[src/rtl/cpu_pkg.sv]
// Shared encodings for the pipelined MIPS core: write-back source selects,
// load types and the hard-wired zero register index.
// Imported by writeback_stage and load_extender.
package cpu_pkg;

  // Write-back source select (i_mem_to_reg); 2'b11 is reserved and behaves as ALU.
  localparam logic [1:0] MTR_ALU  = 2'b00;
  localparam logic [1:0] MTR_MEM  = 2'b01;
  localparam logic [1:0] MTR_LINK = 2'b10;

  // Load types (i_load_type); codes 3'b101..3'b111 behave as lw.
  localparam logic [2:0] LT_LW  = 3'b000;
  localparam logic [2:0] LT_LB  = 3'b001;
  localparam logic [2:0] LT_LBU = 3'b010;
  localparam logic [2:0] LT_LH  = 3'b011;
  localparam logic [2:0] LT_LHU = 3'b100;

  // $0 reads as zero and is never written.
  localparam logic [4:0] REG_ZERO = 5'd0;

endpackage

[src/rtl/load_extender.sv]
// Byte/halfword extract and sign/zero extension of a raw memory word.
// Latency: purely combinational. Backpressure: none (no handshake).
// Ports: word (raw memory word), load_type, byte_offset (addr[1:0]) -> data.
// The selected lane is taken from the low 32 bits of word; DATA_WIDTH >= 32.
module load_extender
  import cpu_pkg::*;
#(
  parameter int DATA_WIDTH = 32
) (
  input  logic [DATA_WIDTH-1:0] word,
  input  logic [2:0]            load_type,
  input  logic [1:0]            byte_offset,
  output logic [DATA_WIDTH-1:0] data
);

  logic [7:0]  sel_byte;
  logic [15:0] sel_half;

  // Byte lane off selects bits [8*off+7 : 8*off]; halfword uses off[1] only.
  assign sel_byte = word[{byte_offset, 3'b000} +: 8];
  assign sel_half = word[{byte_offset[1], 4'b0000} +: 16];

  always_comb begin
    data = word;
    case (load_type)
      LT_LB:   data = {{(DATA_WIDTH-8){sel_byte[7]}}, sel_byte};
      LT_LBU:  data = {{(DATA_WIDTH-8){1'b0}}, sel_byte};
      LT_LH:   data = {{(DATA_WIDTH-16){sel_half[15]}}, sel_half};
      LT_LHU:  data = {{(DATA_WIDTH-16){1'b0}}, sel_half};
      default: data = word;
    endcase
  end

endmodule

[src/rtl/writeback_stage.sv]
// MEM/WB pipeline register, register-file write-port driver and ID-stage bypass.
// Latency: MEM inputs reach the write port one cycle after capture; bypass is combinational.
// Backpressure: i_stall holds the slot (repeating the same write), i_flush invalidates it.
// Ports: MEM-stage slot inputs (i_mem_valid .. i_byte_offset), ID read indices and raw
// register-file reads in; write port (o_reg_write/o_write_register/o_write_data),
// forwarded reads (o_bypass_data1/2) and o_retired_count out.
// Optional: define WB_LOAD_EXT_EN to extract/extend sub-word loads in this stage.
module writeback_stage
  import cpu_pkg::*;
#(
  parameter int DATA_WIDTH     = 32,
  parameter int REG_ADDR_WIDTH = 5,
  parameter int CNT_WIDTH      = 32
) (
  input  logic                      clk,
  input  logic                      reset,
  input  logic                      i_stall,
  input  logic                      i_flush,
  input  logic                      i_mem_valid,
  input  logic                      i_reg_write,
  input  logic [REG_ADDR_WIDTH-1:0] i_write_register,
  input  logic [1:0]                i_mem_to_reg,
  input  logic [DATA_WIDTH-1:0]     i_alu_result,
  input  logic [DATA_WIDTH-1:0]     i_mem_read_data,
  input  logic [DATA_WIDTH-1:0]     i_pc_plus4,
  input  logic [2:0]                i_load_type,
  input  logic [1:0]                i_byte_offset,
  input  logic [REG_ADDR_WIDTH-1:0] i_read_register1,
  input  logic [REG_ADDR_WIDTH-1:0] i_read_register2,
  input  logic [DATA_WIDTH-1:0]     i_rf_read_data1,
  input  logic [DATA_WIDTH-1:0]     i_rf_read_data2,
  output logic                      o_reg_write,
  output logic [REG_ADDR_WIDTH-1:0] o_write_register,
  output logic [DATA_WIDTH-1:0]     o_write_data,
  output logic [DATA_WIDTH-1:0]     o_bypass_data1,
  output logic [DATA_WIDTH-1:0]     o_bypass_data2,
  output logic [CNT_WIDTH-1:0]      o_retired_count
);

  localparam logic [REG_ADDR_WIDTH-1:0] RZ = REG_ADDR_WIDTH'(REG_ZERO);

  logic                      valid_q;
  logic                      reg_write_q;
  logic [REG_ADDR_WIDTH-1:0] rd_q;
  logic [1:0]                mtr_q;
  logic [DATA_WIDTH-1:0]     alu_q;
  logic [DATA_WIDTH-1:0]     mem_q;
  logic [DATA_WIDTH-1:0]     pc4_q;
  logic [2:0]                lt_q;
  logic [1:0]                off_q;
  logic [CNT_WIDTH-1:0]      cnt_q;
  logic [DATA_WIDTH-1:0]     mem_data;

  // Flush only needs to kill valid; the stale payload is harmless once valid=0.
  always_ff @(posedge clk or posedge reset) begin
    if (reset) begin
      valid_q     <= 1'b0;
      reg_write_q <= 1'b0;
      rd_q        <= '0;
      mtr_q       <= MTR_ALU;
      alu_q       <= '0;
      mem_q       <= '0;
      pc4_q       <= '0;
      lt_q        <= '0;
      off_q       <= '0;
      cnt_q       <= '0;
    end else if (i_flush) begin
      valid_q <= 1'b0;
    end else if (!i_stall) begin
      valid_q     <= i_mem_valid;
      reg_write_q <= i_reg_write;
      rd_q        <= i_write_register;
      mtr_q       <= i_mem_to_reg;
      alu_q       <= i_alu_result;
      mem_q       <= i_mem_read_data;
      pc4_q       <= i_pc_plus4;
      lt_q        <= i_load_type;
      off_q       <= i_byte_offset;
      // Counter wraps naturally at all-ones.
      if (i_mem_valid) cnt_q <= cnt_q + CNT_WIDTH'(1);
    end
  end

`ifdef WB_LOAD_EXT_EN
  load_extender #(
    .DATA_WIDTH (DATA_WIDTH)
  ) u_load_extender (
    .word        (mem_q),
    .load_type   (lt_q),
    .byte_offset (off_q),
    .data        (mem_data)
  );
`else
  // Without extension the memory word is written as-is; load type/offset are unused.
  logic unused_load_fields;
  assign unused_load_fields = ^{lt_q, off_q};
  assign mem_data = mem_q;
`endif

  always_comb begin
    o_write_data = alu_q;
    case (mtr_q)
      MTR_MEM:  o_write_data = mem_data;
      MTR_LINK: o_write_data = pc4_q;
      default:  o_write_data = alu_q;
    endcase
  end

  assign o_reg_write      = valid_q & reg_write_q & (rd_q != RZ);
  assign o_write_register = rd_q;
  assign o_retired_count  = cnt_q;

  // The register file writes on the edge, so a same-cycle read of the register
  // being written must see the new value here.
  assign o_bypass_data1 = (i_read_register1 == RZ) ? '0 :
                          (o_reg_write && (o_write_register == i_read_register1)) ? o_write_data :
                          i_rf_read_data1;
  assign o_bypass_data2 = (i_read_register2 == RZ) ? '0 :
                          (o_reg_write && (o_write_register == i_read_register2)) ? o_write_data :
                          i_rf_read_data2;

endmodule

[config.mk]
export PLATFORM = sky130hd
export DESIGN_NAME = writeback_stage
export DESIGN_NICKNAME = d
export VERILOG_FILES = /design/src/rtl/cpu_pkg.sv /design/src/rtl/load_extender.sv /design/src/rtl/writeback_stage.sv
export SDC_FILE = /design/constraint.sdc
export NUM_CORES = 1
export LEC_CHECK = 0
export CAP_MARGIN = 20
export CORE_MARGIN = 1
export CORE_UTILIZATION = 25
export CTS_BUF_LIST = sky130_fd_sc_hd__clkbuf_8
export CTS_CLUSTER_SIZE = 30
export DETAILED_ROUTE_END_ITERATION = 10
export GPL_ROUTABILITY_DRIVEN = 0
export PLACE_DENSITY = 0.49
export SLEW_MARGIN = 10
export SYNTH_ARGS = -nofsm -noshare
export SYNTH_HDL_FRONTEND = slang
export SYNTH_SLANG_ARGS = --single-unit
[constraint.sdc]
create_clock -name clk -period 5.45 [get_ports clk]
set_input_delay 1.09 -clock clk [delete_from_list [all_inputs] [get_ports clk]]
set_output_delay 1.09 -clock clk [all_outputs]
set_load 0.005 [all_outputs]
==> reports/results.txt <==
outcome: complete, no violations
number of synthesized flops with an enable pin: 0
synthesized flop and latch total: 137
Post-Syn Area: 6957 µm²
via count: 6,214
pin slew with the least headroom to its limit: 919.5 ps
Ports: 322
Die Y: 168.8 µm
DR WL/cell: 18.22 µm
CTS Sinks: 137
Critical Path Start Type: input pin
Post-Synthesis Cells: 693
cts hold-fix bufs: 0
Layout area overhead: 57.59%
clock transition at the registers of the reported paths: 90 ps
largest area contributor in the netlist: dfrtp_1
worst min path class: reg2reg
Fin Setup TNS: 0 ps
# resized after CTS: 0
DRT Pass-1 Iters: 7
nets: 1,188
crit path DAT: 3400 ps
Core Region: 27,100 µm²
vias in the first global route: 6,284
placed cell count: 1,350
# DRC: 0
sequential area share after synthesis: 49.28%
average footprint of a synthesized cell: 10.04 µm²
post-synth top area share: 49.28%
Skew-Pair Late Insertion Delay: 430 ps
Total GRT Usage: 17.77%
YS warnings: 0
RSZ-0062 raised after global routing: no
Final min period: 4490 ps
WP data required: 4360 ps
Pwr Density: 271.1 nW/µm²
Peak VDD IR: 0.0001212 V
row cnt: 60
top cells by area, synth: dfrtp_1, mux2_2, nand2_1
post-CTS setup repair buffer count: 0
max-cap violations: 0
maximum clock insertion buffer count: 2
Crit Path Max Fanout: 64
CTS buffer count: 17
Peak Freq: 222.7 MHz
Main synth FF type: dfrtp_1
Util after Layout: 40.45%
vias per inst: 4.493
Slew Viols, Final: 0
Final period util: 82.39%
GR Overflow Total: 0
crit path kind: in2out
Die ar.: 28,500 µm²
first-pass GRT wire length: 38.28 mm
share of layout cells above drive strength 1: 15.54%
Final Setup Violations: 0
Antenna Nets Post-Route: 0
static leakage: 4.395 nW
Cell variety after synth: 28
total wire length: 25.20 mm
clock skew: 16.59 ps
post-synthesis async set-or-reset flop share: 100.0%
Root Driver: clkbuf_8
Final Cell Area: 10,960 µm²
Die Span X: 168.8 µm
Starting DRT DRC Count: 289
H-tree depth: 4
Non-Filler Instances: 1,383
DP HPWL: 17.98 mm
largest net degree at the start of global routing: 98
PortBufs: 316
CTS tree: yes
initial antenna violation count: 1
Cell Area, Placed: 10,560 µm²
starting density of the core: 25.67%
syn_nets: 884
Final Hold Fails: 0
Worst slew margin: 38.05%
critical path capture point type: output port
[cells in the mapped netlist, types with 3 or more instances]
| cell | n |
|---|---|
| buf_1 | 3 |
| xor2_1 | 13 |
| buf_2 | 7 |
| clkbuf_1 | 30 |
| inv_1 | 6 |
| mux2_2 | 103 |
| nand4_1 | 6 |
| and4_1 | 5 |
| dfrtp_1 | 137 |
| nand2_1 | 165 |
| nor4_4 | 3 |
| nor3_1 | 4 |
| nor4_1 | 4 |
| clkbuf_2 | 3 |
| o21ai_1 | 5 |
| xnor2_1 | 28 |
| o21ai_0 | 93 |
| nor2_1 | 8 |
| a22oi_1 | 32 |
| nand3_1 | 27 |
| ha_1 | 3 |
[metrics by stage]
stage	power, mW	setup WS, ps	hold WS (ps)
detailed placement	2.141	943.5	464.2
finish	2.973	959.5	483.1
CTS	3.028	937.9	490.1
floorplan	1.608	692.2	468.2
global placement	2.134	956.0	467.8
global route	3.150	715.5	511.8
[where the power goes]
group / internal, mW / total (mW) / leakage [nW] / switching, mW
Clock: 0.436 / 0.866 / 0.201 / 0.430
Sequential: 1.15 / 1.24 / 1.66 / 0.0880
Combinational: 0.496 / 0.870 / 2.53 / 0.373
[sequential cells by signal, indices dropped and copies added (netlist names)]
signal	cells
alu_q	32
o_retired_count	32
o_write_register	5
reg_write_q	1
mtr_q	2
mem_data	32
valid_q	1
pc4_q	32
[cells in the final DEF (no fill, tap or decap), types with 2 or more instances in the layout]
master and n:
and4_1 5, and3_1 2, bufinv_16 2, nor4_1 4, xor2_1 13, clkbuf_8 19
nor2_1 7, inv_6 5, mux2_2 103, nor4_4 4, nand3_1 27, clkinvlp_4 3
clkdlybuf4s50_1 316, nand2_2 2, a22oi_1 32, nand2_1 163, o21ai_0 93, buf_4 10
nor3_1 4, clkinv_4 2, nand4_1 6, dfrtp_1 137, ha_1 2, xnor2_1 28
o21ai_1 5, inv_1 6, buf_12 2
[worst max-delay path: stages]
cell and delay (ps):
clkdlybuf4s50_1 500, xnor2_1 130, nand3_1 140, nor4_4 140
buf_4 540, nand3_1 140, o21ai_0 120, clkdlybuf4s50_1 540
[layer usage]
layer	track usage, %	up-vias	wire, µm
met1	22.40	2960	10920
met3	5.705	14	1990
met4	3.399	2	196
met2	29.79	202	12080
met5	0	-	13
li1	-	3036	-
[area by class of cell]
type                    instances  area [µm²]
clock buffers                  19       261.5
inverters                       6       27.53
clock inverters                13       143.9
multi-input cells             507        3356
fillers                      2723       16140
repair buffers                328        3278
flip-flops and latches        137        3428
well taps                     372       465.4
diodes                          1       2.502
[worst paths after layout]
path / startpoint / to / slack [ps] / cells after the start
max: i_read_register1[4] / o_bypass_data1[7] / 960 / 8
max reg2reg: o_retired_count[2] / o_retired_count[17] / 3400 / 5
max in group asynchronous: reset / o_retired_count[6] / 3310 / 3
min: o_retired_count[31] / o_retired_count[31] / 480 / 1
min reg2reg: o_retired_count[31] / o_retired_count[31] / 480 / 1
min in group asynchronous: reset / alu_q[15] / 1140 / 2
[cell families after synthesis]
family / synth area share, %
compound gates: 10.61
flops: 49.28
xor+xnor: 5.162
buf+inv: 2.824
simple gates: 14.77
mux: 16.82
fa+ha+maj: 0.5396
Note: power is estimated with default switching activity, not from simulation.
